==> src/rtl/key_judge_if.sv <==
// Lane bus between the game logic / chart ROM and the key judge.
// Inputs flow master->slave; judgement results flow back.
interface key_judge_if;
  logic        start;
  logic        run;
  logic [13:0] frame;
  logic        key_down;
  logic [15:0] note_1;
  logic [15:0] note_2;
  logic [15:0] note_3;
  logic [15:0] note_4;
  logic [7:0]  chart_addr;
  logic        hit_perfect;
  logic        hit_good;
  logic        miss;
  logic        hold_active;
  logic [9:0]  combo;
  logic [19:0] score;
  logic        done;

  modport master (
    output start, run, frame, key_down,
    output note_1, note_2, note_3, note_4,
    input  chart_addr, hit_perfect, hit_good,
    input  miss, hold_active, combo, score, done
  );

  modport slave (
    input  start, run, frame, key_down,
    input  note_1, note_2, note_3, note_4,
    output chart_addr, hit_perfect, hit_good,
    output miss, hold_active, combo, score, done
  );
endinterface

==> src/rtl/key_judge.sv <==
// Single-lane chart reader and hit judge: walks the note chart,
// judges key presses/holds and keeps combo and score.
module key_judge #(
  parameter logic [3:0]  PERF_WIN = 4'd3,
  parameter logic [3:0]  GOOD_WIN = 4'd8,
  parameter logic [19:0] PERF_PTS = 20'd300,
  parameter logic [19:0] GOOD_PTS = 20'd100,
  parameter logic [15:0] END_WORD = 16'h16D3
) (
  input logic           Clk,
  input logic           Reset_n,
  key_judge_if.slave    bus
);

  typedef enum logic [1:0] {
    S_IDLE,
    S_WAIT,
    S_HOLD,
    S_DONE
  } state_t;

  localparam logic [8:0] ADDR_MAX = 9'd252;

  state_t      r_state;
  logic [7:0]  r_addr;
  logic        r_perf;
  logic        r_good;
  logic        r_miss;
  logic        r_hold;
  logic [9:0]  r_combo;
  logic [19:0] r_score;
  logic        r_done;
  logic        r_key_prev;

  logic        w_press;
  logic [14:0] w_f15;
  logic [14:0] w_t15;
  logic [14:0] w_u15;
  logic [14:0] w_gw15;
  logic [13:0] w_dt;
  logic        w_late;
  logic        w_in_win;
  logic        w_is_perf;
  logic        w_tail_ok;
  logic        w_tail_good;
  logic        w_end;

  logic        w_jperf;
  logic        w_jgood;
  logic        w_jmiss;
  logic [1:0]  w_adv;
  state_t      w_nstate;
  logic [8:0]  w_sum;
  logic [7:0]  w_addr_n;
  logic [20:0] w_score_sum;
  logic [19:0] w_pts;
  logic        w_unused;

  assign w_press   = bus.key_down & ~r_key_prev;
  assign w_f15     = {1'b0, bus.frame};
  assign w_t15     = {1'b0, bus.note_1[13:0]};
  assign w_u15     = {1'b0, bus.note_2[13:0]};
  assign w_gw15    = {11'd0, GOOD_WIN};
  assign w_dt      = (w_f15 >= w_t15)
                   ? (bus.frame - bus.note_1[13:0])
                   : (bus.note_1[13:0] - bus.frame);
  assign w_late    = w_f15 > (w_t15 + w_gw15);
  assign w_in_win  = w_dt <= {10'd0, GOOD_WIN};
  assign w_is_perf = w_dt <= {10'd0, PERF_WIN};
  assign w_tail_ok = w_f15 >= w_u15;
  // Released early but within the good window of the tail.
  assign w_tail_good = (w_f15 + w_gw15) >= w_u15;
  assign w_end     = bus.note_1 == END_WORD;
  assign w_unused  = ^{bus.note_3, bus.note_4,
                       bus.note_2[15:14]};

  always_comb begin
    w_jperf  = 1'b0;
    w_jgood  = 1'b0;
    w_jmiss  = 1'b0;
    w_adv    = 2'd0;
    w_nstate = r_state;
    unique case (r_state)
      S_WAIT: begin
        if (w_end) begin
          w_nstate = S_DONE;
        end else if (bus.note_1[15]) begin
          w_adv = 2'd1;
        end else if (w_late) begin
          w_jmiss = 1'b1;
          w_adv   = bus.note_1[14] ? 2'd2 : 2'd1;
        end else if (w_press && w_in_win) begin
          w_jperf = w_is_perf;
          w_jgood = ~w_is_perf;
          if (bus.note_1[14]) w_nstate = S_HOLD;
          else                w_adv    = 2'd1;
        end
      end
      S_HOLD: begin
        if (bus.key_down) begin
          if (w_tail_ok) begin
            w_jperf = 1'b1;
            w_adv   = 2'd2;
          end
        end else if (w_tail_good) begin
          w_jgood = 1'b1;
          w_adv   = 2'd2;
        end else begin
          w_jmiss = 1'b1;
          w_adv   = 2'd2;
        end
        if (w_adv != 2'd0) w_nstate = S_WAIT;
      end
      default: ;
    endcase
    w_sum    = {1'b0, r_addr} + {7'd0, w_adv};
    w_addr_n = w_sum[7:0];
    // Keep the 4-word window inside the ROM; the chart ends here.
    if (w_sum >= ADDR_MAX) begin
      w_addr_n = ADDR_MAX[7:0];
      w_nstate = S_DONE;
    end
  end

  always_comb begin
    w_pts = 20'd0;
    if (w_jperf)      w_pts = PERF_PTS;
    else if (w_jgood) w_pts = GOOD_PTS;
    w_score_sum = {1'b0, r_score} + {1'b0, w_pts};
  end

  always_ff @(posedge Clk) begin
    if (!Reset_n) begin
      r_state    <= S_IDLE;
      r_addr     <= 8'd0;
      r_perf     <= 1'b0;
      r_good     <= 1'b0;
      r_miss     <= 1'b0;
      r_hold     <= 1'b0;
      r_combo    <= 10'd0;
      r_score    <= 20'd0;
      r_done     <= 1'b0;
      r_key_prev <= 1'b0;
    end else begin
      r_key_prev <= bus.key_down;
      r_perf     <= 1'b0;
      r_good     <= 1'b0;
      r_miss     <= 1'b0;
      if (bus.start) begin
        r_state <= S_WAIT;
        r_addr  <= 8'd0;
        r_hold  <= 1'b0;
        r_combo <= 10'd0;
        r_score <= 20'd0;
        r_done  <= 1'b0;
      end else if (bus.run) begin
        r_state <= w_nstate;
        r_addr  <= w_addr_n;
        r_perf  <= w_jperf;
        r_good  <= w_jgood;
        r_miss  <= w_jmiss;
        r_hold  <= w_nstate == S_HOLD;
        r_done  <= w_nstate == S_DONE;
        if (w_jmiss)
          r_combo <= 10'd0;
        else if ((w_jperf || w_jgood) && r_combo != 10'h3FF)
          r_combo <= r_combo + 10'd1;
        if (w_score_sum[20])
          r_score <= 20'hFFFFF;
        else
          r_score <= w_score_sum[19:0];
      end
    end
  end

  assign bus.chart_addr  = r_addr;
  assign bus.hit_perfect = r_perf;
  assign bus.hit_good    = r_good;
  assign bus.miss        = r_miss;
  assign bus.hold_active = r_hold;
  assign bus.combo       = r_combo;
  assign bus.score       = r_score;
  assign bus.done        = r_done;

endmodule
==> src/flat_wrapper.sv <==
// flat-port wrapper written by rule: the top's interface ports become plain ports
module key_judge_flat 
#(
  parameter logic [3:0]  PERF_WIN = 4'd3,
  parameter logic [3:0]  GOOD_WIN = 4'd8,
  parameter logic [19:0] PERF_PTS = 20'd300,
  parameter logic [19:0] GOOD_PTS = 20'd100,
  parameter logic [15:0] END_WORD = 16'h16D3
)
  (Clk, Reset_n, bus_start, bus_run, bus_frame, bus_key_down, bus_note_1, bus_note_2, bus_note_3, bus_note_4, bus_chart_addr, bus_hit_perfect, bus_hit_good, bus_miss, bus_hold_active, bus_combo, bus_score, bus_done);
  key_judge_if bus_i ();
  input logic Clk;
  input logic Reset_n;
  input wire logic [$bits(bus_i.start)-1:0] bus_start;
  input wire logic [$bits(bus_i.run)-1:0] bus_run;
  input wire logic [$bits(bus_i.frame)-1:0] bus_frame;
  input wire logic [$bits(bus_i.key_down)-1:0] bus_key_down;
  input wire logic [$bits(bus_i.note_1)-1:0] bus_note_1;
  input wire logic [$bits(bus_i.note_2)-1:0] bus_note_2;
  input wire logic [$bits(bus_i.note_3)-1:0] bus_note_3;
  input wire logic [$bits(bus_i.note_4)-1:0] bus_note_4;
  output wire logic [$bits(bus_i.chart_addr)-1:0] bus_chart_addr;
  output wire logic [$bits(bus_i.hit_perfect)-1:0] bus_hit_perfect;
  output wire logic [$bits(bus_i.hit_good)-1:0] bus_hit_good;
  output wire logic [$bits(bus_i.miss)-1:0] bus_miss;
  output wire logic [$bits(bus_i.hold_active)-1:0] bus_hold_active;
  output wire logic [$bits(bus_i.combo)-1:0] bus_combo;
  output wire logic [$bits(bus_i.score)-1:0] bus_score;
  output wire logic [$bits(bus_i.done)-1:0] bus_done;
  assign bus_i.start = bus_start;
  assign bus_i.run = bus_run;
  assign bus_i.frame = bus_frame;
  assign bus_i.key_down = bus_key_down;
  assign bus_i.note_1 = bus_note_1;
  assign bus_i.note_2 = bus_note_2;
  assign bus_i.note_3 = bus_note_3;
  assign bus_i.note_4 = bus_note_4;
  assign bus_chart_addr = bus_i.chart_addr;
  assign bus_hit_perfect = bus_i.hit_perfect;
  assign bus_hit_good = bus_i.hit_good;
  assign bus_miss = bus_i.miss;
  assign bus_hold_active = bus_i.hold_active;
  assign bus_combo = bus_i.combo;
  assign bus_score = bus_i.score;
  assign bus_done = bus_i.done;
  key_judge #(.PERF_WIN(PERF_WIN), .GOOD_WIN(GOOD_WIN), .PERF_PTS(PERF_PTS), .GOOD_PTS(GOOD_PTS), .END_WORD(END_WORD)) u_core (.Clk(Clk), .Reset_n(Reset_n), .bus(bus_i));
endmodule
==> config.mk <==
export PLATFORM = sky130hd
export DESIGN_NAME = key_judge_flat
export DESIGN_NICKNAME = d
export VERILOG_FILES = /design/src/rtl/key_judge_if.sv /design/src/rtl/key_judge.sv /design/src/flat_wrapper.sv
export SDC_FILE = /design/constraint.sdc
export NUM_CORES = 1
export LEC_CHECK = 0
export BUFFER_PORTS_ARGS = -buffer_cell sky130_fd_sc_hd__buf_2
export CAP_MARGIN = 30
export CORE_UTILIZATION = 55
export CTS_CLUSTER_DIAMETER = 30
export DETAILED_ROUTE_END_ITERATION = 8
export GPL_TIMING_DRIVEN = 1
export PLACE_DENSITY = 0.82
export SLEW_MARGIN = 10
export SYNTH_ARGS = -nofsm -noshare
export SYNTH_HDL_FRONTEND = slang
export SYNTH_SLANG_ARGS = --single-unit
==> constraint.sdc <==
create_clock -name Clk -period 7.4 [get_ports Clk]
set_clock_uncertainty 0.2 [all_clocks]
set_input_delay 0.74 -clock Clk [delete_from_list [all_inputs] [get_ports Clk]]
set_output_delay 0.74 -clock Clk [all_outputs]
set_load 0.01 [all_outputs]
==> results of run 1 <==
worst max-delay path by stage:
| stage | startpoint | to | slack (ns) | cells after the start |
|---|---|---|---|---|
| 4_1_cts | bus_frame[0] | u_core.bus.score[17]$_SDFFE_PP0P_ | 0.99 | 27 |
| 3_5_place_dp | bus_frame[0] | u_core.bus.score[17]$_SDFFE_PP0P_ | 0.70 | 27 |
| 5_1_grt | bus_frame[0] | u_core.bus.score[17]$_SDFFE_PP0P_ | 0.46 | 27 |
| 6_report | bus_frame[0] | u_core.bus.score[17]$_SDFFE_PP0P_ | 0.95 | 27 |
| 3_3_place_gp | bus_frame[0] | u_core.bus.score[19]$_SDFFE_PP0P_ | 0.82 | 27 |
| 2_1_floorplan | bus_note_1[9] | u_core.bus.score[19]$_SDFFE_PP0P_ | 1.74 | 26 |
routing by layer:
metal	share of wire, %	vias up
li1	-	2606
met1	44	2528
met2	50	153
met3	3.7	24
met4	1.7	0
met5	0	-
cells in the final DEF, fill, tap and decap left out, drive strengths merged, types with 5 or more instances in the layout:
cell type,netlist,routed
buf,9,92
ha,75,75
inv,64,65
a21oi,59,59
o21ai,47,47
nand2,46,46
dfxtp,45,45
nor2,42,42
nand3,30,30
xnor2,27,27
nor3,22,22
nand4,20,20
a31oi,20,20
a21o,16,16
nor2b,15,15
xor2,12,12
and3,11,11
nand2b,8,8
or3,8,8
o21a,7,7
mux2i,7,7
o41ai,7,7
or2,6,6
o31ai,6,6
clkbuf,11,5
nor4,5,5
cell families (layout without fill, tap and decap cells):
logic type,count (synthesis),count (layout)
DFF,45,45
AOI/OAI and AO/OA,194,194
and+or+nand+nor,227,227
adders and majority gates,79,79
buffers and inverters,84,164
muxes,8,8
xor gates and xnor gates,39,39
worst max-delay path: cells and delay by family:
kind	cells	cell delay (ns)
AO/OA/AOI/OAI	9	1.81
XOR/XNOR	2	0.44
adder cells (fa/ha/maj)	3	0.89
buffers and inverters	3	0.25
multiplexers	1	0.31
AND/OR/NAND/NOR	9	1.97
through the flow:
stage                     cell area, µm²  util (%)  cells  setup WS [ns]  power, mW
after detailed placement            5642     63.45    856         0.6982     0.5080
after global routing                5732     64.47    864         0.4632     0.7068
after global placement              5642     63.45    856         0.8187     0.4985
final                               5732     64.47    864         0.9514     0.6663
after floorplan                     5139         -    676          1.738     0.4365
after CTS                           5732     64.47    864         0.9937     0.6638
registers in the layout (all words and copies together) (netlist names), 2 cells and up:
name,cells
u_core.r_state,2
u_core.bus.score,19
u_core.bus.combo,10
u_core.bus.chart_addr,8
power by group:
group	switching, mW	internal [mW]
clock	0.0898	0.0671
combinational	0.160	0.104
sequential	0.00214	0.244
layout make-up:
class | count | area, µm² | area share [%]
multi-input cells | 547 | 3902 | 68.09
flip-flops and latches | 45 | 900.9 | 15.72
repair buffers | 92 | 462.9 | 8.077
inverters | 64 | 240.2 | 4.191
well taps | 108 | 135.1 | 2.358
clock buffers | 5 | 68.82 | 1.201
clock inverters | 3 | 21.27 | 0.3711
==> flow_metrics.env, run 1 <==
export IMPL_synth_mux_area_share_pct=1.826
export IMPL_die_h_um=98.66
export IMPL_ys_warn_count=0
export IMPL_clkSinkCount=45
export IMPL_avgSynthCellArea_um2=7.602
export IMPL_syn2layout_area_growth_pct=11.54
export IMPL_busiest_layer="met2"
export IMPL_maxSlewViolCount=0
export IMPL_routedWlPerCell_um=16.19
export IMPL_synth_edf_count=0
export IMPL_hpwl_um=11230
export IMPL_synth_most_common_cell="ha_1"
export IMPL_r2r_cells=19
export IMPL_grt_ovfl_total=0
export IMPL_cts_tree="done"
export IMPL_drc=0
export IMPL_arrival_ns=6.41
export IMPL_endpoint_kind="flip-flop"
export IMPL_worstHoldStart="u_core.bus.score[0]$_SDFFE_PP0P_"
export IMPL_cp_slowest_cell="and3_1"
export IMPL_antenna_found_initial=0
export IMPL_met1_usage_pct=35.20
export IMPL_r2r_start="u_core.r_state[0]$_SDFFE_PN0P_"
export IMPL_grtUsageTotal_pct=28.81
export IMPL_detail_route_antenna_nets=0
export IMPL_synth_seq_cells=45
export IMPL_cts_max_level=2
export IMPL_vias=5311
export IMPL_grt_setup_unrepaired="false"
export IMPL_clock_root_buffer="clkbuf_8"
export IMPL_cts_resized=0
export IMPL_synth_area_mm2=0.005139
export IMPL_powerDensity_mw_per_mm2=116.3
export IMPL_path_clk_slew_ns=0.09
export IMPL_fin_crit_sh_pct=87.14
export IMPL_drt_pass1_iterations=5
export IMPL_p_leak_nw=2.682
export IMPL_core_area_mm2=0.008891
export IMPL_cts_path_max_buffers=2
export IMPL_hold_class="reg -> reg"
export IMPL_drt_iter0_markers=221
export IMPL_fmax_mhz=155.1
export IMPL_holdPathStages=2
export IMPL_max_stage_delay_ns=0.47
export IMPL_synth_top_area_share_pct=18.26
export IMPL_initial_core_util_pct=57.80
export IMPL_r2r_end="u_core.bus.score[16]$_SDFFE_PP0P_"
export IMPL_synthCells=676
export IMPL_diodes=0
export IMPL_status="finished clean"
export IMPL_ys_flop_type="dfxtp_1"
export IMPL_min_period_ns=6.449
export IMPL_ctsHoldBuffers=0
export IMPL_ys_async_sr_fraction_pct=0
export IMPL_row_count=34
export IMPL_synth_compound_area_share_pct=24.59
export IMPL_maxCapViolations=0
export IMPL_met2_usage_pct=52.93
export IMPL_start_kind="primary input"
export IMPL_io_pins=126
export IMPL_synth_largest_area_cell="ha_1"
export IMPL_final_nets=917
export IMPL_yosysSeqAreaShare_pct=17.53
export IMPL_nFillCells=816
export IMPL_reg2reg_slack_ns=3.25
export IMPL_ir_drop_mv=0.07969
export IMPL_worstHoldEndpoint="u_core.bus.score[0]$_SDFFE_PP0P_"
export IMPL_tns_ns=0
export IMPL_cts_buffers=5
export IMPL_maxSlewHeadroom_pct=43.90
export IMPL_io_buffers=91
export IMPL_synth_distinct_cells=67
export IMPL_synthTopCellsByArea="ha_1, dfxtp_1, a21oi_1"
export IMPL_syn_num_nets=838
export IMPL_setup_viol=0
export IMPL_cp_max_fo=7
export IMPL_fin_hold_ws_ns=0.2569
export IMPL_synth_simple_area_share_pct=22.91
export IMPL_drive_gt1_share_pct=16.40
export IMPL_synth_commonest_cells="ha_1, inv_1, a21oi_1"
export IMPL_die_w_um=98.66
export IMPL_die_area_mm2=0.009734
export IMPL_routed_wl_um=13990
export IMPL_post_cts_buffers=0
export IMPL_worstPathRequired_ns=7.36
export IMPL_grt_max_degree=27
export IMPL_crit_type="in -> reg"
export IMPL_grt_pass1_vias=5059
export IMPL_yosys_area_share_xor_xnor_pct=6.793
export IMPL_synth_top_family_by_area="compound AO/OA/AOI/OAI gates"
export IMPL_clk_latency_ns=0.30
export IMPL_via_per_inst=6.147
export IMPL_place_congestion=0.9692
export IMPL_finalHoldViolCount=0
export IMPL_use_met3_pct=3.262
export IMPL_grt_pass1_wl_um=22910
export IMPL_synthAdderAreaFrac_pct=19.82
export IMPL_tightest_slew_ns=0.8415
(Power assumes the default switching activity.)
==> inputs of run 2 (changes only) <==
--- a/config.mk
+++ b/config.mk
@@ -5,13 +5,13 @@
 export SDC_FILE = /design/constraint.sdc
 export NUM_CORES = 1
 export LEC_CHECK = 0
-export BUFFER_PORTS_ARGS = -buffer_cell sky130_fd_sc_hd__buf_2
 export CAP_MARGIN = 30
-export CORE_UTILIZATION = 55
+export CORE_UTILIZATION = 60
 export CTS_CLUSTER_DIAMETER = 30
 export DETAILED_ROUTE_END_ITERATION = 8
+export DONT_BUFFER_PORTS = 1
 export GPL_TIMING_DRIVEN = 1
-export PLACE_DENSITY = 0.82
+export PLACE_DENSITY = 0.76
 export SLEW_MARGIN = 10
 export SYNTH_ARGS = -nofsm -noshare
 export SYNTH_HDL_FRONTEND = slang
==> run 2 against run 1 <==
Compared with the run above: the flow now finishes with violations (design-rule violations); setup slack better by 0.20 ns; global-route usage is 0.14 points lower; hold slack better by 0.077 ns; flip-flop and latch count stayed put; maximum frequency is 3.1% higher; non-clock buffer count is 91 lower; count of clock-buffer cells in the layout is 1 higher; first-iteration DRC count is 49% higher; final cell count is 11% lower; clock power is 3% higher; routed wire length is 8.3% lower; utilization is 0.54 points lower; critical endpoint is now u_core.bus.score[19]$_SDFFE_PP0P_; largest cell class unchanged; largest power group is now registers.
==> flow_metrics.env, run 2 (synthesis gave the netlist of run 1 again) <==
export IMPL_powerDensity_mw_per_mm2=120.9
export IMPL_nFillCells=752
export IMPL_cp_max_fo=7
export IMPL_fmax_mhz=159.9
export IMPL_routedWlPerCell_um=16.67
export IMPL_grt_pass1_vias=4481
export IMPL_cts_max_level=2
export IMPL_switching_share_pct=35.10
export IMPL_worstHoldEndpoint="u_core.bus.chart_addr[7]$_SDFFE_PP0P_"
export IMPL_p_leak_nw=2.261
export IMPL_start_kind="primary input"
export IMPL_tightest_slew_ns=0.8989
export IMPL_ir_drop_mv=0.1144
export IMPL_core_area_mm2=0.008258
export IMPL_io_buffers=0
export IMPL_ctsHoldBuffers=0
export IMPL_final_nets=826
export IMPL_routed_wl_um=12840
export IMPL_switchingPower_mw=0.2240
export IMPL_drt_pass1_iterations=7
export IMPL_placedCellCount=762
export IMPL_post_cts_buffers=0
export IMPL_min_period_ns=6.252
export IMPL_grt_setup_unrepaired="false"
export IMPL_max_stage_delay_ns=0.53
export IMPL_arrival_ns=6.20
export IMPL_crit_type="in -> reg"
export IMPL_dp_worst_setup_slack_ns=0.9313
export IMPL_path_clk_slew_ns=0.09
export IMPL_cts_resized=0
export IMPL_grt_ovfl_total=0
export IMPL_worstPathRequired_ns=7.35
export IMPL_comb_power_share_pct=36.0
export IMPL_r2r_start="u_core.r_state[0]$_SDFFE_PN0P_"
export IMPL_p_seq_share_pct=38.7
export IMPL_holdPathStages=1
export IMPL_clock_root_buffer="clkbuf_8"
export IMPL_wl_met1_um=6035
export IMPL_wl_met3_um=794
export IMPL_clk_latency_ns=0.30
export IMPL_final_cells=770
export IMPL_maxSlewViolCount=0
export IMPL_cp_slowest_cell="or4_4"
export IMPL_top_layer_used="met4"
export IMPL_tns_ns=0
export IMPL_reg2reg_slack_ns=3.28
export IMPL_syn2layout_area_growth_pct=2.727
export IMPL_maxCapViolations=0
export IMPL_maxSlewHeadroom_pct=40.07
export IMPL_utilization_pct=63.92
export IMPL_setup_slack_ns=1.148
export IMPL_drt_iter0_markers=330
export IMPL_via_per_inst=6.374
export IMPL_io_pins=126
export IMPL_cts_tree="done"
export IMPL_placed_area_mm2=0.005182
export IMPL_die_area_mm2=0.008939
export IMPL_dr_wl_met2_um=5800
export IMPL_finalHoldViolCount=0
export IMPL_drive_gt1_share_pct=4.962
export IMPL_drc=1
export IMPL_intPower_mw=0.4142
export IMPL_vias=4908
export IMPL_finalInstanceArea_mm2=0.005279
export IMPL_cts_buffers=5
export IMPL_antenna_found_initial=0
export IMPL_row_count=33
export IMPL_diodes=0
export IMPL_detail_route_antenna_nets=0
export IMPL_clkSinkCount=45
export IMPL_cts_path_max_buffers=2
export IMPL_initial_core_util_pct=62.23
export IMPL_grt_pass1_wl_um=20570
export IMPL_die_w_um=94.55
export IMPL_fin_crit_sh_pct=84.49
export IMPL_final_common_cell="ha_1"
export IMPL_die_h_um=94.55
export IMPL_final_cell_mix="ha_1, inv_1, a21oi_1, nand2_1, dfxtp_1"
export IMPL_r2r_cells=19
export IMPL_largest_reg_flops=19
export IMPL_endpoint_kind="flip-flop"
export IMPL_grt_max_degree=27
export IMPL_cpMostUsedCell="a21oi_1"
export IMPL_pwr_share_clk_pct=25.3
export IMPL_worstHoldStart="u_core.bus.chart_addr[7]$_SDFFE_PP0P_"
export IMPL_place_congestion=0.9434
export IMPL_hold_class="reg -> reg"
export IMPL_violations="design-rule violations"
export IMPL_grtUsageTotal_pct=28.67
export IMPL_cp_startpoint="bus_frame[0]"
export IMPL_hpwl_um=10380
export IMPL_setup_viol=0
export IMPL_r2r_end="u_core.bus.score[16]$_SDFFE_PP0P_"
export IMPL_status="finished with violations"
## run 2: changes by cell type in the layout (fill, tap and decap cells not counted)
cell	delta
inv_6	-1
buf_2	-91
clkinv_4	+1
clkinvlp_4	-1
clkbuf_8	+1
## run 2: worst max-delay path by stage
stage	end	cells past startpoint	slack, ns
global placement	u_core.bus.score[19]$_SDFFE_PP0P_	26	1.0
global route	u_core.bus.score[17]$_SDFFE_PP0P_	26	0.71
finish	u_core.bus.score[19]$_SDFFE_PP0P_	26	1.15
CTS	u_core.bus.score[15]$_SDFFE_PP0P_	26	1.23
detailed placement	u_core.bus.score[15]$_SDFFE_PP0P_	26	0.93
floorplan	u_core.bus.score[19]$_SDFFE_PP0P_	26	1.74
## run 2: metrics by stage
stage                     hold slack (ns)  power (mW)
after global placement             0.3188      0.4702
after global routing               0.3378      0.6789
after detailed placement           0.3257      0.4772
after floorplan                    0.2816      0.4365
final                              0.3335      0.6383
after CTS                          0.3344      0.6363
## run 2: area by class of cell
class	count	area, µm²	area share [%]
Clock inverter	2	13.76	0.2607
Tap cell	105	131.4	2.489
Sequential cell	45	900.9	17.07
Clock buffer	6	82.58	1.564
Inverter	64	240.2	4.551
Multi-Input combinational cell	547	3902	73.93
Timing Repair Buffer	1	7.507	0.1422
## run 2: layer usage
metal | vias to the layer above | global-route usage, %
met1 | 2299 | 39.68
met2 | 166 | 45.23
met3 | 20 | 5.395
met5 | - | 0
li1 | 2423 | -
met4 | 0 | 8.081
## run 2: worst max-delay path, delay by kind of cell
kind	cells	cell delay [ns]
compound gates	9	1.67
xor+xnor	2	0.30
fa+ha+maj	3	0.91
buf+inv	2	0.19
simple gates	10	2.40
## run 2: power groups by stage
stage | Combinational (mW) | Clock, mW | Sequential [mW]
2_1_floorplan | 0.185 | 0 | 0.252
3_3_place_gp | 0.218 | 0 | 0.252
3_5_place_dp | 0.225 | 0 | 0.253
4_1_cts | 0.226 | 0.164 | 0.247
5_1_grt | 0.256 | 0.176 | 0.247
6_report | 0.230 | 0.162 | 0.247
==> inputs of run 3 (changes only) <==
==> constraint.sdc (replaced) <==
create_clock -name Clk -period 5.85 [get_ports Clk]
set_clock_uncertainty 0.2 [all_clocks]
set_input_delay 0.585 -clock Clk [delete_from_list [all_inputs] [get_ports Clk]]
set_output_delay 0.585 -clock Clk [all_outputs]
set_load 0.01 [all_outputs]
==> run 3 against run 2 <==
Compared with the run above: the run now ends clean; utilization rose by 3.2 points; register-to-register slack worse by 1.4 ns; largest cell class unchanged; critical endpoint is now u_core.bus.score[13]$_SDFFE_PP0P_; first-iteration DRC count up 18%; critical path type unchanged; critical path depth grew 1.
==> flow_metrics.env, run 3 (synthesis gave the netlist of run 1 again) <==
export IMPL_fin_hold_ws_ns=0.1894
export IMPL_routed_wl_um=13520
export IMPL_largest_reg_flops=19
export IMPL_core_area_mm2=0.008258
export IMPL_grt_setup_unrepaired="false"
export IMPL_die_area_mm2=0.008939
export IMPL_switchingPower_mw=0.2919
export IMPL_io_buffers=0
export IMPL_via_per_inst=6.421
export IMPL_min_period_ns=5.519
export IMPL_powerDensity_mw_per_mm2=156.2
export IMPL_drive_gt1_share_pct=10.25
export IMPL_reg2reg_slack_ns=1.92
export IMPL_vias=5124
export IMPL_syn2layout_area_growth_pct=7.889
export IMPL_cts_buffers=5
export IMPL_clock_root_buffer="clkbuf_8"
export IMPL_switching_share_pct=33.71
export IMPL_finalInstanceArea_mm2=0.005544
export IMPL_clkSinkCount=45
export IMPL_grt_ovfl_total=0
export IMPL_cts_path_max_buffers=2
export IMPL_p_leak_nw=2.410
export IMPL_ctsHoldBuffers=0
export IMPL_grt_pass1_wl_um=21820
export IMPL_hpwl_um=10680
export IMPL_arrival_ns=5.47
export IMPL_final_nets=854
export IMPL_grt_max_degree=27
export IMPL_final_cell_mix="ha_1, inv_1, a21oi_1, nand2_1, dfxtp_1"
export IMPL_finalHoldViolCount=0
export IMPL_crit_type="in -> reg"
export IMPL_drt_iter0_markers=391
export IMPL_grt_pass1_vias=4790
export IMPL_final_common_cell="ha_1"
export IMPL_initial_core_util_pct=62.23
export IMPL_io_pins=126
export IMPL_routedWlPerCell_um=16.95
export IMPL_place_congestion=0.9723
export IMPL_maxSlewHeadroom_pct=42.53
export IMPL_p_seq_share_pct=36.1
export IMPL_pwr_share_clk_pct=27.4
export IMPL_endpoint_kind="flip-flop"
export IMPL_cp_max_fo=6
export IMPL_worstPathRequired_ns=5.81
export IMPL_drc=0
export IMPL_fin_crit_sh_pct=94.34
export IMPL_intPower_mw=0.5739
export IMPL_cts_max_level=2
export IMPL_cts_tree="done"
export IMPL_antenna_found_initial=0
export IMPL_maxCapViolations=0
export IMPL_detail_route_antenna_nets=0
export IMPL_drt_pass1_iterations=7
export IMPL_path_clk_slew_ns=0.09
export IMPL_total_power_mw=0.8659
export IMPL_setup_viol=0
export IMPL_clk_latency_ns=0.30
export IMPL_ir_drop_mv=0.1394
export IMPL_fmax_mhz=181.2
export IMPL_row_count=33
export IMPL_start_kind="primary input"
export IMPL_diodes=0
export IMPL_die_w_um=94.55
export IMPL_placed_area_mm2=0.005370
export IMPL_status="finished clean"
export IMPL_hold_class="in -> reg"
export IMPL_comb_power_share_pct=36.5
export IMPL_tightest_slew_ns=0.8621
export IMPL_grtUsageTotal_pct=30.43
export IMPL_die_h_um=94.55
export IMPL_maxSlewViolCount=0
## run 3: worst paths after layout
kind,cells past startpoint,to,startpoint
hold / removal,1,u_core.r_state[1]$_SDFFE_PP0P_,bus_run
hold reg to reg,1,u_core.bus.chart_addr[7]$_SDFFE_PP0P_,u_core.bus.chart_addr[7]$_SDFFE_PP0P_
setup / recovery,27,u_core.bus.score[13]$_SDFFE_PP0P_,bus_frame[0]
setup reg to reg,20,u_core.bus.score[16]$_SDFFE_PP0P_,u_core.r_state[0]$_SDFFE_PN0P_
## run 3: power by group through the flow
stage                     Clock (mW)  Sequential [mW]  Combinational (mW)
after floorplan                    0            0.319               0.234
final                          0.238            0.312               0.316
after global placement             0            0.319               0.295
after CTS                      0.241            0.312               0.307
after global routing           0.256            0.313               0.350
after detailed placement           0            0.319               0.304
## run 3: repair_timing
item                                    CTS  global route
gates resized for setup                   0            13
endpoints found under the setup margin    0            13
setup buffers                             0             3
## run 3: worst max-delay path: stages
cell     delay [ns]
inv_1          0.06
ha_1           0.17
inv_1          0.06
fa_1           0.43
a21oi_2        0.17
nor2b_1        0.08
o21ai_1        0.15
buf_4          0.15
nand3_2        0.17
mux2i_1        0.19
xor2_1         0.17
or4_4          0.59
nor4_4         0.30
a31oi_2        0.15
nor2_2         0.18
ha_1           0.25
a21oi_1        0.13
nor2b_1        0.07
and2_1         0.15
o21a_1         0.16
o21a_1         0.21
a32oi_2        0.26
nor2b_2        0.07
nand4_1        0.18
buf_4          0.15
xor2_1         0.14
a21oi_1        0.08
## run 3: layer usage
layer | global-route usage [%] | up-vias | wire length [µm]
met1 | 40.67 | 2398 | 6079
li1 | - | 2486 | -
met5 | 0 | - | 0
met2 | 49.76 | 210 | 6164
met3 | 6.039 | 30 | 1059
met4 | 8.207 | 0 | 221
## run 3: stage by stage
stage	std cells	util [%]	worst slack [ns]	setup TNS (ns)
floorplan	676	-	0.3433	0
global placement	787	65.03	0.03654	0
CTS	795	66.38	0.2189	0
global route	798	67.14	0.01341	0
finish	798	67.14	0.3310	0
detailed placement	787	65.03	-0.07912	-0.1061
## run 3: final cells by class
cell class                 instances  area (µm²)
inverter                          64       240.2
timing repair buffer              29       217.7
clock inverter                     2       38.79
tap                              105       131.4
sequential                        45       900.9
clock buffer                       6       72.57
multi-input combinational        547        3943
fill                             722        2714
